[src/rtl/microwave_entry_controller_pkg.sv]
// Shared types and defaults for the microwave keypad/timer sequencer.
package microwave_pkg;

  typedef enum logic [2:0] {
    ST_IDLE  = 3'd0,
    ST_SET   = 3'd1,
    ST_COOK  = 3'd2,
    ST_PAUSE = 3'd3,
    ST_DONE  = 3'd4
  } state_t;

  typedef logic [3:0] bcd_digit_t;

  localparam logic [15:0] BCD_ZERO_TIME       = 16'h0000;
  localparam int          DEF_TICKS_PER_SEC   = 50_000_000;
  localparam int          DEF_DEBOUNCE_CYCLES = 16;

endpackage

[src/rtl/microwave_entry_controller_key_debouncer.sv]
// Turns the priority encoder's level output into one strobe per debounced key press.
module key_debouncer
  import microwave_pkg::*;
#(
  parameter int DEBOUNCE_CYCLES = DEF_DEBOUNCE_CYCLES
) (
  input  logic       clk,
  input  logic       rst,
  input  bcd_digit_t key_bcd,
  input  logic       key_valid,
  output logic       digit_strobe,
  output bcd_digit_t digit
);

  localparam int             CW    = $clog2(DEBOUNCE_CYCLES + 1);
  localparam logic [CW-1:0]  LIMIT = CW'(DEBOUNCE_CYCLES);

  logic [CW-1:0] cnt_q, cnt_d, run;
  logic          armed_q, armed_d;
  logic          hit;
  bcd_digit_t    last_q;

  // While armed, cnt counts stable pressed cycles; while disarmed, released cycles.
  always_comb begin
    cnt_d   = '0;
    armed_d = armed_q;
    hit     = 1'b0;
    run     = cnt_q + 1'b1;
    if (armed_q) begin
      if (key_valid) begin
        if ((cnt_q != '0) && (key_bcd != last_q)) run = CW'(1);
        if (run == LIMIT) begin
          hit     = 1'b1;
          armed_d = 1'b0;
        end else begin
          cnt_d = run;
        end
      end
    end else if (!key_valid) begin
      if (run == LIMIT) armed_d = 1'b1;
      else              cnt_d   = run;
    end
  end

  always_ff @(posedge clk) begin
    if (rst) begin
      cnt_q   <= '0;
      armed_q <= 1'b1;
    end else begin
      cnt_q   <= cnt_d;
      armed_q <= armed_d;
    end
    last_q <= key_bcd;
  end

  // Codes above 9 still consume the press but never reach the time register.
  assign digit_strobe = hit && (key_bcd <= 4'd9);
  assign digit        = key_bcd;

endmodule

[src/rtl/microwave_entry_controller.sv]
// Keypad entry, start/pause/clear sequencing and MM:SS countdown for the microwave.
module microwave_entry_controller
  import microwave_pkg::*;
#(
  parameter int TICKS_PER_SEC   = DEF_TICKS_PER_SEC,
  parameter int DEBOUNCE_CYCLES = DEF_DEBOUNCE_CYCLES
) (
  input  logic        clk,
  input  logic        rst,
  input  logic [3:0]  key_bcd,
  input  logic        key_valid,
  input  logic        start,
  input  logic        stop_clear,
  input  logic        door_closed,
  output logic        enc_enablen,
  output logic [15:0] time_bcd,
  output logic        magnetron_on,
  output logic        done,
  output logic [2:0]  state
);

  localparam int            TW        = $clog2(TICKS_PER_SEC);
  localparam logic [TW-1:0] TICK_LAST = TW'(TICKS_PER_SEC - 1);

  state_t        state_q, state_d;
  logic [15:0]   time_q, time_d, shifted, dec;
  logic [TW-1:0] tick_q, tick_d;
  logic          mag_q, start_q, stop_q;
  logic          start_edge, stop_edge, start_ok, tick;
  logic          digit_strobe;
  bcd_digit_t    digit;

  // MM:SS decrement; seconds tens borrow from 0 to 5, entered values above 59 pass through.
  function automatic logic [15:0] bcd_dec(input logic [15:0] t);
    bcd_digit_t mt, mu, st, su;
    {mt, mu, st, su} = t;
    if (su != 4'd0) su = su - 4'd1;
    else begin
      su = 4'd9;
      if (st != 4'd0) st = st - 4'd1;
      else begin
        st = 4'd5;
        if (mu != 4'd0) mu = mu - 4'd1;
        else begin
          mu = 4'd9;
          mt = mt - 4'd1;
        end
      end
    end
    return {mt, mu, st, su};
  endfunction

  key_debouncer #(
    .DEBOUNCE_CYCLES(DEBOUNCE_CYCLES)
  ) u_key_debouncer (
    .clk         (clk),
    .rst         (rst),
    .key_bcd     (key_bcd),
    .key_valid   (key_valid),
    .digit_strobe(digit_strobe),
    .digit       (digit)
  );

  assign start_edge = start & ~start_q;
  assign stop_edge  = stop_clear & ~stop_q;

  always_comb begin
    state_d  = state_q;
    time_d   = time_q;
    shifted  = {time_q[11:0], digit};
    dec      = bcd_dec(time_q);
    tick     = (state_q == ST_COOK) && (tick_q == TICK_LAST);
    start_ok = start_edge && door_closed && (time_q != BCD_ZERO_TIME);
    unique case (state_q)
      ST_IDLE, ST_SET: begin
        if (stop_edge) begin
          state_d = ST_IDLE;
          time_d  = BCD_ZERO_TIME;
        end else if (start_ok) begin
          state_d = ST_COOK;
        end else if (digit_strobe) begin
          time_d  = shifted;
          state_d = (shifted != BCD_ZERO_TIME) ? ST_SET : ST_IDLE;
        end
      end
      ST_COOK: begin
        if (stop_edge || !door_closed) begin
          state_d = ST_PAUSE;
        end else if (tick) begin
          time_d = dec;
          if (dec == BCD_ZERO_TIME) state_d = ST_DONE;
        end
      end
      ST_PAUSE: begin
        if (stop_edge) begin
          state_d = ST_IDLE;
          time_d  = BCD_ZERO_TIME;
        end else if (start_ok) begin
          state_d = ST_COOK;
        end
      end
      ST_DONE: begin
        if (stop_edge || start_edge) begin
          state_d = ST_IDLE;
          time_d  = BCD_ZERO_TIME;
        end
      end
      default: begin
        state_d = ST_IDLE;
        time_d  = BCD_ZERO_TIME;
      end
    endcase
    // A partial second is discarded whenever COOK is entered or left.
    if ((state_q == ST_COOK) && (state_d == ST_COOK)) tick_d = tick ? '0 : tick_q + 1'b1;
    else                                              tick_d = '0;
  end

  always_ff @(posedge clk) begin
    if (rst) begin
      state_q <= ST_IDLE;
      time_q  <= BCD_ZERO_TIME;
      tick_q  <= '0;
      mag_q   <= 1'b0;
      start_q <= 1'b0;
      stop_q  <= 1'b0;
    end else begin
      state_q <= state_d;
      time_q  <= time_d;
      tick_q  <= tick_d;
      mag_q   <= (state_d == ST_COOK);
      start_q <= start;
      stop_q  <= stop_clear;
    end
  end

  // Door gating is combinational so opening the door cuts heating immediately.
  assign magnetron_on = mag_q & door_closed;
  assign enc_enablen  = !((state_q == ST_IDLE) || (state_q == ST_SET));
  assign done         = (state_q == ST_DONE);
  assign time_bcd     = time_q;
  assign state        = state_q;

endmodule

[config.mk]
export PLATFORM = sky130hd
export DESIGN_NAME = microwave_entry_controller
export DESIGN_NICKNAME = d
export VERILOG_FILES = /design/src/rtl/microwave_entry_controller_pkg.sv /design/src/rtl/microwave_entry_controller_key_debouncer.sv /design/src/rtl/microwave_entry_controller.sv
export SDC_FILE = /design/constraint.sdc
export NUM_CORES = 1
export LEC_CHECK = 0
export ABC_AREA = 1
export CELL_PAD_IN_SITES_DETAIL_PLACEMENT = 0
export CELL_PAD_IN_SITES_GLOBAL_PLACEMENT = 2
export CORE_ASPECT_RATIO = 1.5
export CORE_MARGIN = 4
export CORE_UTILIZATION = 35
export DETAILED_ROUTE_END_ITERATION = 6
export DONT_BUFFER_PORTS = 1
export PLACE_DENSITY = 0.83
export SYNTH_ARGS = -nofsm -noshare
export SYNTH_HDL_FRONTEND = slang
export SYNTH_SLANG_ARGS = --single-unit
[constraint.sdc]
create_clock -name clk -period 3 [get_ports clk]
set_clock_uncertainty 0.05 [all_clocks]
set_input_delay 0.3 -clock clk [delete_from_list [all_inputs] [get_ports clk]]
set_output_delay 0.3 -clock clk [all_outputs]
set_load 0.01 [all_outputs]
==> impl_results.md <==
- Status: finished, final reports clean
- Chip height: 129 um
- Final instance area: 3950 um2
- Synth warn: 0
- Startpoint type of the worst setup path: register
- TritonCTS Sinks: 58
- Cell count after synthesis: 501
- Maximum vdd drop: 0.000326 V
- Post-synthesis cell area: 3410 um2
- FF-to-FF path depth: 16
- Maximum clock rate: 371 MHz
- Global-route wire length before repair: 15.1 mm
- Final period util: 89.8%
- Ant diodes: 0
- Class of the worst hold path: in2reg
- DPL Wire Length: 6.76 mm
- Total Nets Final: 531
- Max clock buf depth: 2
- Setup TNS: 0 ns
- Max-Cap Viols: 0
- Slew headroom: 57.4%
- Slew Limit Fails: 0
- CTS tree: built
- Via-to-Cell Ratio: 4.94
- RSZ-0062 raised after global routing: no
- Worst Hold Depth: 2
- WL/cell: 14.1 um
- Core area: 9360 um2
- Min cycle time layout: 2.69 ns
- Cell leakage power: 1.61 nW
- Synthesized area per cell: 6.80 um2
- Initial antenna violation count: 0
- Tightest Pin Transition: 0.636 ns
- Final hold violation count: 0
- Most frequent cells in the layout: 95 x nand2_1, 84 x inv_1, 63 x nor2_1
- ANT nets after route: 0
- Largest net degree at the start of global routing: 27
- DRC: 0
- Clock buffer count from CTS: 9
- CP required: 3.16 ns
- Pwr Density: 724 nW/um2
- Die ar.: 11400 um2
- Critical Setup Path Class: reg2reg
- Io pins: 32
- Worst EP arrival: 2.85 ns
- Area grow syn2layout: 15.8%
- Layout cells sized above 1: 12.1%
- Overflow left after global routing: 0
- Reg-to-reg endpoint: tick_q[24]
- Vias: 3117
- Worst-path clk slew: 0.05 ns
- Final setup fails: 0
- PortBufs: 0
- Routed WL: 8.89 mm
- Min-Delay Endpoint: start_q
- R2r startpoint: time_bcd[1]
- Gr usage total: 17.1%
- Initial Util: 36.4%
- Chip Width: 88.6 um
- Worst hold start: start
- Mapped Nets: 518
- DP Area: 3540 um2
- Gpl congestion: 0.826
- Number of global-route vias before repair: 3212
- Flop2flop setup slack: 0.31 ns
- DRT Pass-1 Iters: 4
- Synthesized flop and latch total: 58
- Commonest non-fill, non-tap cell in the layout: nand2_1
- Crit Path Max Fanout: 26
- # rows: 43
- Iteration-0 DRC Markers: 138
- Post-CTS setup buffer count: 0
- Distinct cell type count after synthesis: 40
- H-tree Lvls: 3
- Worst hold margin: 0.0511 ns
- Worst-Skew Late Latency: 0.32 ns
- Seq/Total Area, Yosys: 34.1%
- Root Driver: clkbuf_16
- Endpoint type of the worst setup path: register
- Fill cells: 986
## cells by family (layout without fill, tap and decap cells)
kind of cell,count (synthesis),count (layout),share of synthesized area [%]
buf+inv,97,115,11.3
compound gates,70,70,11.6
fa+ha+maj,7,7,2.57
xor+xnor,26,26,6.90
simple gates,243,243,33.6
flops,58,58,34.1
## critical path, cell delays in order, from the launching register on
cell and delay, ns:
dfxtp_1 0.33, inv_1 0.17, ha_1 0.27, nand2_1 0.12, nor2_1 0.25, nor2_1 0.07
a21oi_1 0.24, nand2_1 0.14, nor2_1 0.10, nand2_1 0.05, nor2_1 0.12, nand2_1 0.06
nand2_1 0.07, nand2_2 0.08, nand4_4 0.08, buf_6 0.27, nor2_1 0.07
## synth_stat cells (all sizes together)
master	count	area share, %
a311oi	1	0.26
o211ai	1	0.22
nand4	12	2.6
a211oi	1	0.22
nor4	2	0.37
xnor2	8	2.1
o21ai	26	3.9
o32ai	1	0.26
a21oi	24	3.5
buf	4	0.99
xor2	18	4.8
a21boi	2	0.44
dfxtp	58	34
inv	86	9.5
nand2	99	11
a22oi	5	1.1
o22ai	8	1.5
ha	7	2.6
nor2	91	13
or2	1	0.18
nand3b	1	0.22
clkinv	2	0.26
nor3	10	1.6
a31oi	1	0.18
clkbuf	5	0.55
nand3	27	4.1
## layer usage
layer / vias up / share of wire [%] / GRT usage (%)
li1: 1610 / - / -
met1: 1443 / 39 / 17.5
met2: 44 / 54 / 31.2
met3: 20 / 3.5 / 3.91
met4: 0 / 3.7 / 9.07
met5: - / 0 / 0
## how the worst max path moves through the flow
stage	start	end	slack, ns	cells after the start
floorplan	time_bcd[1]	tick_q[15]	0.87	16
global placement	time_bcd[1]	tick_q[23]	0.29	16
detailed placement	time_bcd[1]	tick_q[20]	0.25	16
CTS	time_bcd[1]	tick_q[20]	0.24	16
global route	time_bcd[1]	tick_q[22]	0.03	16
finish	time_bcd[1]	tick_q[24]	0.31	16
## where the power goes
group          switching, W  internal, W
Sequential         0.000104     0.000832
Combinational      0.000494     0.000227
Clock              0.000349     0.000852
Total              0.000947      0.00191
## flip-flops by register name, indices dropped and copies added, names as in the netlist
| name | flops |
|---|---|
| u_key_debouncer.cnt_q | 5 |
| mag_q | 1 |
| u_key_debouncer.last_q | 4 |
| state | 3 |
| start_q | 1 |
| tick_q | 26 |
| stop_q | 1 |
| u_key_debouncer.armed_q | 1 |
| time_bcd | 16 |
## layout make-up
class | count | area, um2 | area share, %
clock inverter | 5 | 100 | 2.54
clock buffer | 11 | 253 | 6.40
tap | 112 | 140 | 3.55
sequential | 58 | 1160 | 29.4
inverter | 88 | 332 | 8.40
multi-input combinational | 346 | 1860 | 47.2
timing repair buffer | 11 | 98.8 | 2.50
## stage by stage
step	util [%]	std cells	setup slack [ns]	total power, W
final	42.2	631	0.306	0.00286
after global placement	37.8	610	0.290	0.00168
after detailed placement	37.8	610	0.253	0.00167
after global routing	42.2	631	0.0270	0.00305
after floorplan	-	501	0.867	0.00147
after CTS	42.1	631	0.235	0.00289
## what timing repair did
| action | in CTS | in global routing |
|---|---|---|
| hold buffers | 5 | 0 |
| setup endpoints to repair | 0 | 26 |
| endpoints found under the hold margin | 10 | 0 |
| gates resized for setup | 0 | 1 |
No activity file was read; power rests on OpenSTA's default activity.
